### config.mk
export PLATFORM = sky130hd
export DESIGN_NAME = tap_accumulate_clamp
export DESIGN_NICKNAME = d
export VERILOG_FILES = /design/src/rtl/tap_accumulate_clamp_pkg.sv /design/src/rtl/tap_accumulate_clamp_round_clamp.sv /design/src/rtl/tap_accumulate_clamp.sv
export SDC_FILE = /design/constraint.sdc
export NUM_CORES = 1
export LEC_CHECK = 0
export BUFFER_PORTS_ARGS = -buffer_cell sky130_fd_sc_hd__buf_4
export CAP_MARGIN = 20
export CORE_ASPECT_RATIO = 1.1
export CORE_MARGIN = 2
export CORE_UTILIZATION = 30
export DETAILED_ROUTE_END_ITERATION = 7
export PLACE_DENSITY = 0.48
export SYNTH_ARGS = -nofsm -noshare
export SYNTH_HDL_FRONTEND = slang
export SYNTH_HIERARCHICAL = 1
export SYNTH_SLANG_ARGS = --single-unit
### constraint.sdc
create_clock -name clk -period 5.1 [get_ports clk]
set_input_delay 0.765 -clock clk [delete_from_list [all_inputs] [get_ports clk]]
set_output_delay 0.765 -clock clk [all_outputs]
set_load 0.1 [all_outputs]
### src/rtl/tap_accumulate_clamp_pkg.sv
// Shared upscaler definitions used by the multiplier, this accumulator and the
// line writer. Pixel geometry, product width, the weight fixed-point scale and
// the rounding constant used when dropping the fractional weight bits.
package tap_accumulate_clamp_pkg;

    localparam int PIX_W     = 8;
    localparam int PIX_MAX   = 255;
    localparam int PROD_W    = 20;
    localparam int FRAC_BITS = 7;

    // Half an LSB of the rescaled result; added before the arithmetic shift
    // so that exact ties round toward +infinity.
    localparam int ROUND_HALF  = 1 << (FRAC_BITS - 1);
    localparam int ROUND_SHIFT = FRAC_BITS;

    typedef enum logic {
        OUT_EMPTY = 1'b0,
        OUT_FULL  = 1'b1
    } out_state_t;

    function automatic int round_half(input int frac_bits);
        return 1 << (frac_bits - 1);
    endfunction

endpackage

### src/rtl/tap_accumulate_clamp_round_clamp.sv
// round_clamp: purely combinational back end of the tap accumulator.
// Adds half an LSB, arithmetic-shifts out FRAC_BITS and clamps the signed
// result into an unsigned pixel.
// Ports:
//   total  in   ACC_W   signed accumulated sum of all taps of one pixel
//   pixel  out  PIX_W   rounded, clamped unsigned pixel
//   sat    out  1       result was outside [0, PIX_MAX] and got clamped
module round_clamp #(
    parameter int ACC_W     = 24,
    parameter int FRAC_BITS = tap_accumulate_clamp_pkg::FRAC_BITS
) (
    input  logic signed [ACC_W-1:0]                          total,
    output logic        [tap_accumulate_clamp_pkg::PIX_W-1:0] pixel,
    output logic                                              sat
);
    import tap_accumulate_clamp_pkg::*;

    // One guard bit so adding the rounding constant can never wrap.
    localparam int RND_W = ACC_W + 1;
    localparam logic signed [RND_W-1:0] ROUND_K = RND_W'(round_half(FRAC_BITS));

    logic signed [RND_W-1:0] biased;
    logic signed [RND_W-1:0] r;
    logic                    neg;
    logic                    over;

    always_comb begin
        biased = {total[ACC_W-1], total} + ROUND_K;
        r      = biased >>> FRAC_BITS;
        neg    = r[RND_W-1];
        // Any set bit above the pixel field on a non-negative value means > PIX_MAX.
        over   = !neg && (r[RND_W-2:PIX_W] != '0);
        sat    = neg | over;
        if (neg) begin
            pixel = '0;
        end else if (over) begin
            pixel = PIX_W'(PIX_MAX);
        end else begin
            pixel = r[PIX_W-1:0];
        end
    end

endmodule

### src/rtl/tap_accumulate_clamp.sv
// tap_accumulate_clamp: sums NUM_TAPS signed products into one output pixel,
// rounds/rescales through round_clamp and presents the pixel on a
// valid/ready output register. The next group keeps accumulating while the
// output is stalled; only its last tap is held off.
// Ports:
//   clk        in   1       rising-edge clock
//   rst        in   1       asynchronous active-high reset
//   in_valid   in   1       in_prod valid
//   in_ready   out  1       product accepted this cycle when in_valid
//   in_prod    in   PROD_W  signed product
//   out_valid  out  1       out_pixel/out_sat hold a finished pixel
//   out_ready  in   1       consumer takes the pixel
//   out_pixel  out  8       rounded, clamped pixel
//   out_sat    out  1       pixel was clamped
//   sat_count  out  16      (only with SAT_COUNT_EN) saturating count of
//                           handshaked pixels that were clamped
// Build option: define SAT_COUNT_EN to add the sat_count port and counter.
//
// Output-side state (tap phase ACCUM/LAST is tap_cnt < or == NUM_TAPS-1):
//   state     | meaning
//   OUT_EMPTY | no pixel held, out_valid low
//   OUT_FULL  | pixel held until popped or replaced by a new last tap
module tap_accumulate_clamp #(
    parameter int NUM_TAPS  = 4,
    parameter int PROD_W    = tap_accumulate_clamp_pkg::PROD_W,
    parameter int ACC_W     = 24,
    parameter int FRAC_BITS = tap_accumulate_clamp_pkg::FRAC_BITS
) (
    input  logic                                        clk,
    input  logic                                        rst,
    input  logic                                        in_valid,
    output logic                                        in_ready,
    input  logic [PROD_W-1:0]                           in_prod,
    output logic                                        out_valid,
    input  logic                                        out_ready,
    output logic [tap_accumulate_clamp_pkg::PIX_W-1:0]  out_pixel,
    output logic                                        out_sat
`ifdef SAT_COUNT_EN
    ,
    output logic [15:0]                                 sat_count
`endif
);
    import tap_accumulate_clamp_pkg::*;

    localparam int TAP_W = $clog2(NUM_TAPS);
    localparam logic [TAP_W-1:0] LAST_IDX = TAP_W'(NUM_TAPS - 1);

    logic [ACC_W-1:0] acc;
    logic [TAP_W-1:0] tap_cnt;
    logic [ACC_W-1:0] prod_ext;
    logic [ACC_W-1:0] total;
    logic             last_tap;
    logic             accept;
    logic             load;
    logic             pop;
    logic [PIX_W-1:0] rc_pixel;
    logic             rc_sat;

    out_state_t out_state;
    out_state_t out_state_nxt;

    assign prod_ext  = {{(ACC_W - PROD_W){in_prod[PROD_W-1]}}, in_prod};
    assign total     = acc + prod_ext;
    assign last_tap  = (tap_cnt == LAST_IDX);
    assign out_valid = (out_state == OUT_FULL);
    // Only the final tap needs a free output slot; a pop in the same cycle frees it.
    assign in_ready  = !(last_tap && out_valid && !out_ready);
    assign accept    = in_valid && in_ready;
    assign load      = accept && last_tap;
    assign pop       = out_valid && out_ready;

    round_clamp #(
        .ACC_W     (ACC_W),
        .FRAC_BITS (FRAC_BITS)
    ) u_round_clamp (
        .total (total),
        .pixel (rc_pixel),
        .sat   (rc_sat)
    );

    always_ff @(posedge clk or posedge rst) begin
        if (rst) begin
            out_state <= OUT_EMPTY;
        end else begin
            out_state <= out_state_nxt;
        end
    end

    always_comb begin
        out_state_nxt = out_state;
        case (out_state)
            OUT_EMPTY: begin
                if (load) begin
                    out_state_nxt = OUT_FULL;
                end
            end
            OUT_FULL: begin
                if (pop && !load) begin
                    out_state_nxt = OUT_EMPTY;
                end
            end
            default: out_state_nxt = OUT_EMPTY;
        endcase
    end

    always_ff @(posedge clk or posedge rst) begin
        if (rst) begin
            acc     <= '0;
            tap_cnt <= '0;
        end else if (accept) begin
            if (last_tap) begin
                acc     <= '0;
                tap_cnt <= '0;
            end else begin
                acc     <= total;
                tap_cnt <= tap_cnt + 1'b1;
            end
        end
    end

    // Data only changes on a load, so it is stable while stalled.
    always_ff @(posedge clk or posedge rst) begin
        if (rst) begin
            out_pixel <= '0;
            out_sat   <= 1'b0;
        end else if (load) begin
            out_pixel <= rc_pixel;
            out_sat   <= rc_sat;
        end
    end

`ifdef SAT_COUNT_EN
    always_ff @(posedge clk or posedge rst) begin
        if (rst) begin
            sat_count <= '0;
        end else if (pop && out_sat && (sat_count != 16'hFFFF)) begin
            sat_count <= sat_count + 16'd1;
        end
    end
`endif

endmodule
==> results.json <==
{
  "status": "completed",
  "synth_edf_count": 0,
  "holdCritStartpoint": "acc[0]$_DFFE_PP0P_",
  "drt-total-wl_um": 8680,
  "cap_violations": 0,
  "finalHoldViolCount": 0,
  "dp_slack_ns": 0.228,
  "endpoint_kind": "flip-flop",
  "critPathBufInv": 1,
  "rsz0062_at_grt": "false",
  "clk_pin_slew_ns": 0.06,
  "post_drt_via_cell_ratio": 5.32,
  "rows": 39,
  "synth_most_common_cell": "dfrtp_1",
  "met2_usage_pct": 24.2,
  "hold_depth": 2,
  "tritoncts": "yes",
  "dp_cells": 537,
  "drv_slew": 0,
  "drc": 0,
  "cts_made_buffers": 5,
  "crit_fanout": 9,
  "avgSynthCellArea_um2": 8.79,
  "coreArea_um2": 10300,
  "drive_above_1_share_pct": 18.7,
  "relSlewSlack_pct": 45.6,
  "slowest_stage": "xor2_1",
  "crit_cells": 15,
  "firstDrtPassIters": 5,
  "grt_use_total_pct": 16.2,
  "numClockSinks": 36,
  "cts_hold_buf": 0,
  "reg2reg_depth": 14,
  "finalCritPeriodShare_pct": 89.4,
  "postRouteAntennaNets": 0,
  "grt_first_pass_wirelength_um": 14400,
  "cts_resized": 0,
  "start_util_pct": 30.7,
  "setup_ws_ns": 0.540,
  "finalSetupViolCount": 0,
  "period_needed_ns": 4.56,
  "antenna_cells": 0,
  "final.fill_count": 1089,
  "die_width_um": 102,
  "worstPathCellList": "buf_4, ha_1, o211ai_1, o21a_1, a211oi_1, nor2_1, o21ai_0, xor2_1, nand4_1, nor4_1, xnor2_1, nand3_1, nor4_4, a21oi_1, mux2_2",
  "via_count": 2900,
  "yosysWarningCount": 6,
  "worst_pin_slew_ns": 0.809,
  "grt_start_max_net_pins": 37,
  "dp_hpwl_um": 6670,
  "synth_flop_cell": "dfrtp_1",
  "ys_top_cells_by_area": "dfrtp_1 28%, ha_1 9.9%, xnor2_1 5.8%",
  "synth_seq_cells": 36,
  "grt_overflow": 0,
  "yosys.area.top_type": "dfrtp_1",
  "fin_nets": 451,
  "antenna_found_initial": 0,
  "post_cts_buffers": 0,
  "synth_common_cells": "36 x dfrtp_1, 34 x nand2_1, 28 x a21oi_1",
  "rrSetupSlack_ns": 0.73,
  "cp.required_ns": 5.28,
  "synth.cell_area_um2": 3170,
  "fin_skew_ns": 0.00846,
  "synth_top_area_share_pct": 28.4,
  "grt_use_met3_pct": 3.14,
  "portBuffers": 34,
  "fmax_ghz": 0.219,
  "critPathKind": "input port to flip-flop",
  "htreeDepth": 2,
  "clkLatencyLatePin_ns": 0.30,
  "worst_ep_arrival_time_ns": 4.74,
  "synth_cell_types": 62,
  "grt.busiest_layer": "met2",
  "use_met1_pct": 23.1,
  "r2r-end": "out_pixel[6]$_DFFE_PP0P_",
  "cp_top_family": "simple AND/OR/NAND/NOR gates",
  "fin_tns_setup_ns": 0,
  "drt_iter0_drc": 158,
  "timing.hold.ws_ns": 0.473,
  "rr_startpoint": "acc[4]$_DFFE_PP0P_",
  "async_flop_share_pct": 100,
  "globalplace.congestion": 0.863,
  "stdcell_count": 545,
  "die_height_um": 112,
  "cp-start-kind": "input port",
  "critPathMaxStageDelay_ns": 0.46,
  "syn-num-nets": 411,
  "routedWlPerCell_um": 15.9,
  "syn_to_final_growth_pct": 19.4,
  "dieArea_um2": 11400,
  "clock_path_buffers": 2,
  "synth_seq_area_share_pct": 28.4,
  "cts_root_buf": "clkbuf_16",
  "hold-path-endpoint": "acc[0]$_DFFE_PP0P_",
  "synthCells": 361,
  "ios": 35,
  "hold_class": "flip-flop to flip-flop",
  "first_global_vias": 2801
}
metrics by stage:
step           instance area [um^2]  util [%]
5_1_grt                        3790      36.6
4_1_cts                        3790      36.6
2_1_floorplan                  3170         -
3_5_place_dp                   3640      35.2
3_3_place_gp                   3640      35.2
6_report                       3790      36.6
worst max-delay path by stage:
| stage | slack, ns | endpoint | startpoint |
|---|---|---|---|
| 2_1_floorplan | 0.78 | out_pixel[0]$_DFFE_PP0P_ | in_prod[0] |
| 3_3_place_gp | 0.28 | out_pixel[0]$_DFFE_PP0P_ | in_prod[4] |
| 3_5_place_dp | 0.23 | out_pixel[0]$_DFFE_PP0P_ | in_prod[4] |
| 4_1_cts | 0.53 | out_pixel[0]$_DFFE_PP0P_ | in_prod[4] |
| 5_1_grt | 0.12 | out_pixel[0]$_DFFE_PP0P_ | in_prod[0] |
| 6_report | 0.54 | out_pixel[6]$_DFFE_PP0P_ | in_prod[4] |
kinds of logic (layout without fill, tap and decap cells):
kind of cell,Yosys count,after routing,synth area share (%)
multiplexers,12,12,4.26
AO/OA/AOI/OAI,122,122,28.0
buffers and inverters,27,68,3.19
flip-flops,36,36,28.4
adder cells (fa/ha/maj),26,26,10.5
XOR/XNOR,28,28,7.73
AND/OR/NAND/NOR,110,110,17.9
sequential cells by signal (all words and copies together), names as in the netlist:
signal     cells
out_pixel      8
tap_cnt        2
out_sat        1
out_valid      1
acc           24
worst reg2reg max path, stage by stage (launching register included):
cell      delay, ns
dfrtp_1        0.38
ha_1           0.37
o211ai_1       0.12
o21a_1         0.21
a211oi_1       0.36
nor2_1         0.12
o21ai_0        0.27
xor2_1         0.46
nand4_1        0.35
nor4_1         0.42
xnor2_1        0.17
nand3_1        0.13
nor4_4         0.46
a21oi_1        0.14
mux2_2         0.29
routing by layer:
metal | routed length (um) | up-vias
li1 | - | 1448
met1 | 4180 | 1384
met2 | 3920 | 57
met3 | 411 | 11
met4 | 174 | 0
met5 | 0 | -
area by class of cell:
class | count | area, um^2 | share of cell area, %
tap | 143 | 179 | 4.72
sequential | 36 | 901 | 23.8
timing repair buffer | 44 | 330 | 8.72
multi-input combinational | 298 | 2170 | 57.3
clock buffer | 5 | 125 | 3.30
clock inverter | 3 | 23.8 | 0.627
inverter | 16 | 60.1 | 1.58
cells in the final DEF, fill, tap and decap left out, types with 6 or more instances in the layout:
master,Yosys,final
xnor2_1,21,21
a22o_1,13,13
inv_1,16,16
buf_4,0,44
o21a_1,6,6
o21ai_0,17,17
nand3_1,16,16
ha_1,25,25
nand4_1,6,6
mux2_2,11,11
a21oi_1,28,28
nor2_1,26,26
xor2_1,7,7
nand2_1,34,34
dfrtp_1,36,36
a21o_1,7,7
Power is left out: the tool's default activity adds up to more than one toggle a clock period on the data nets, which glitch-free logic cannot reach.
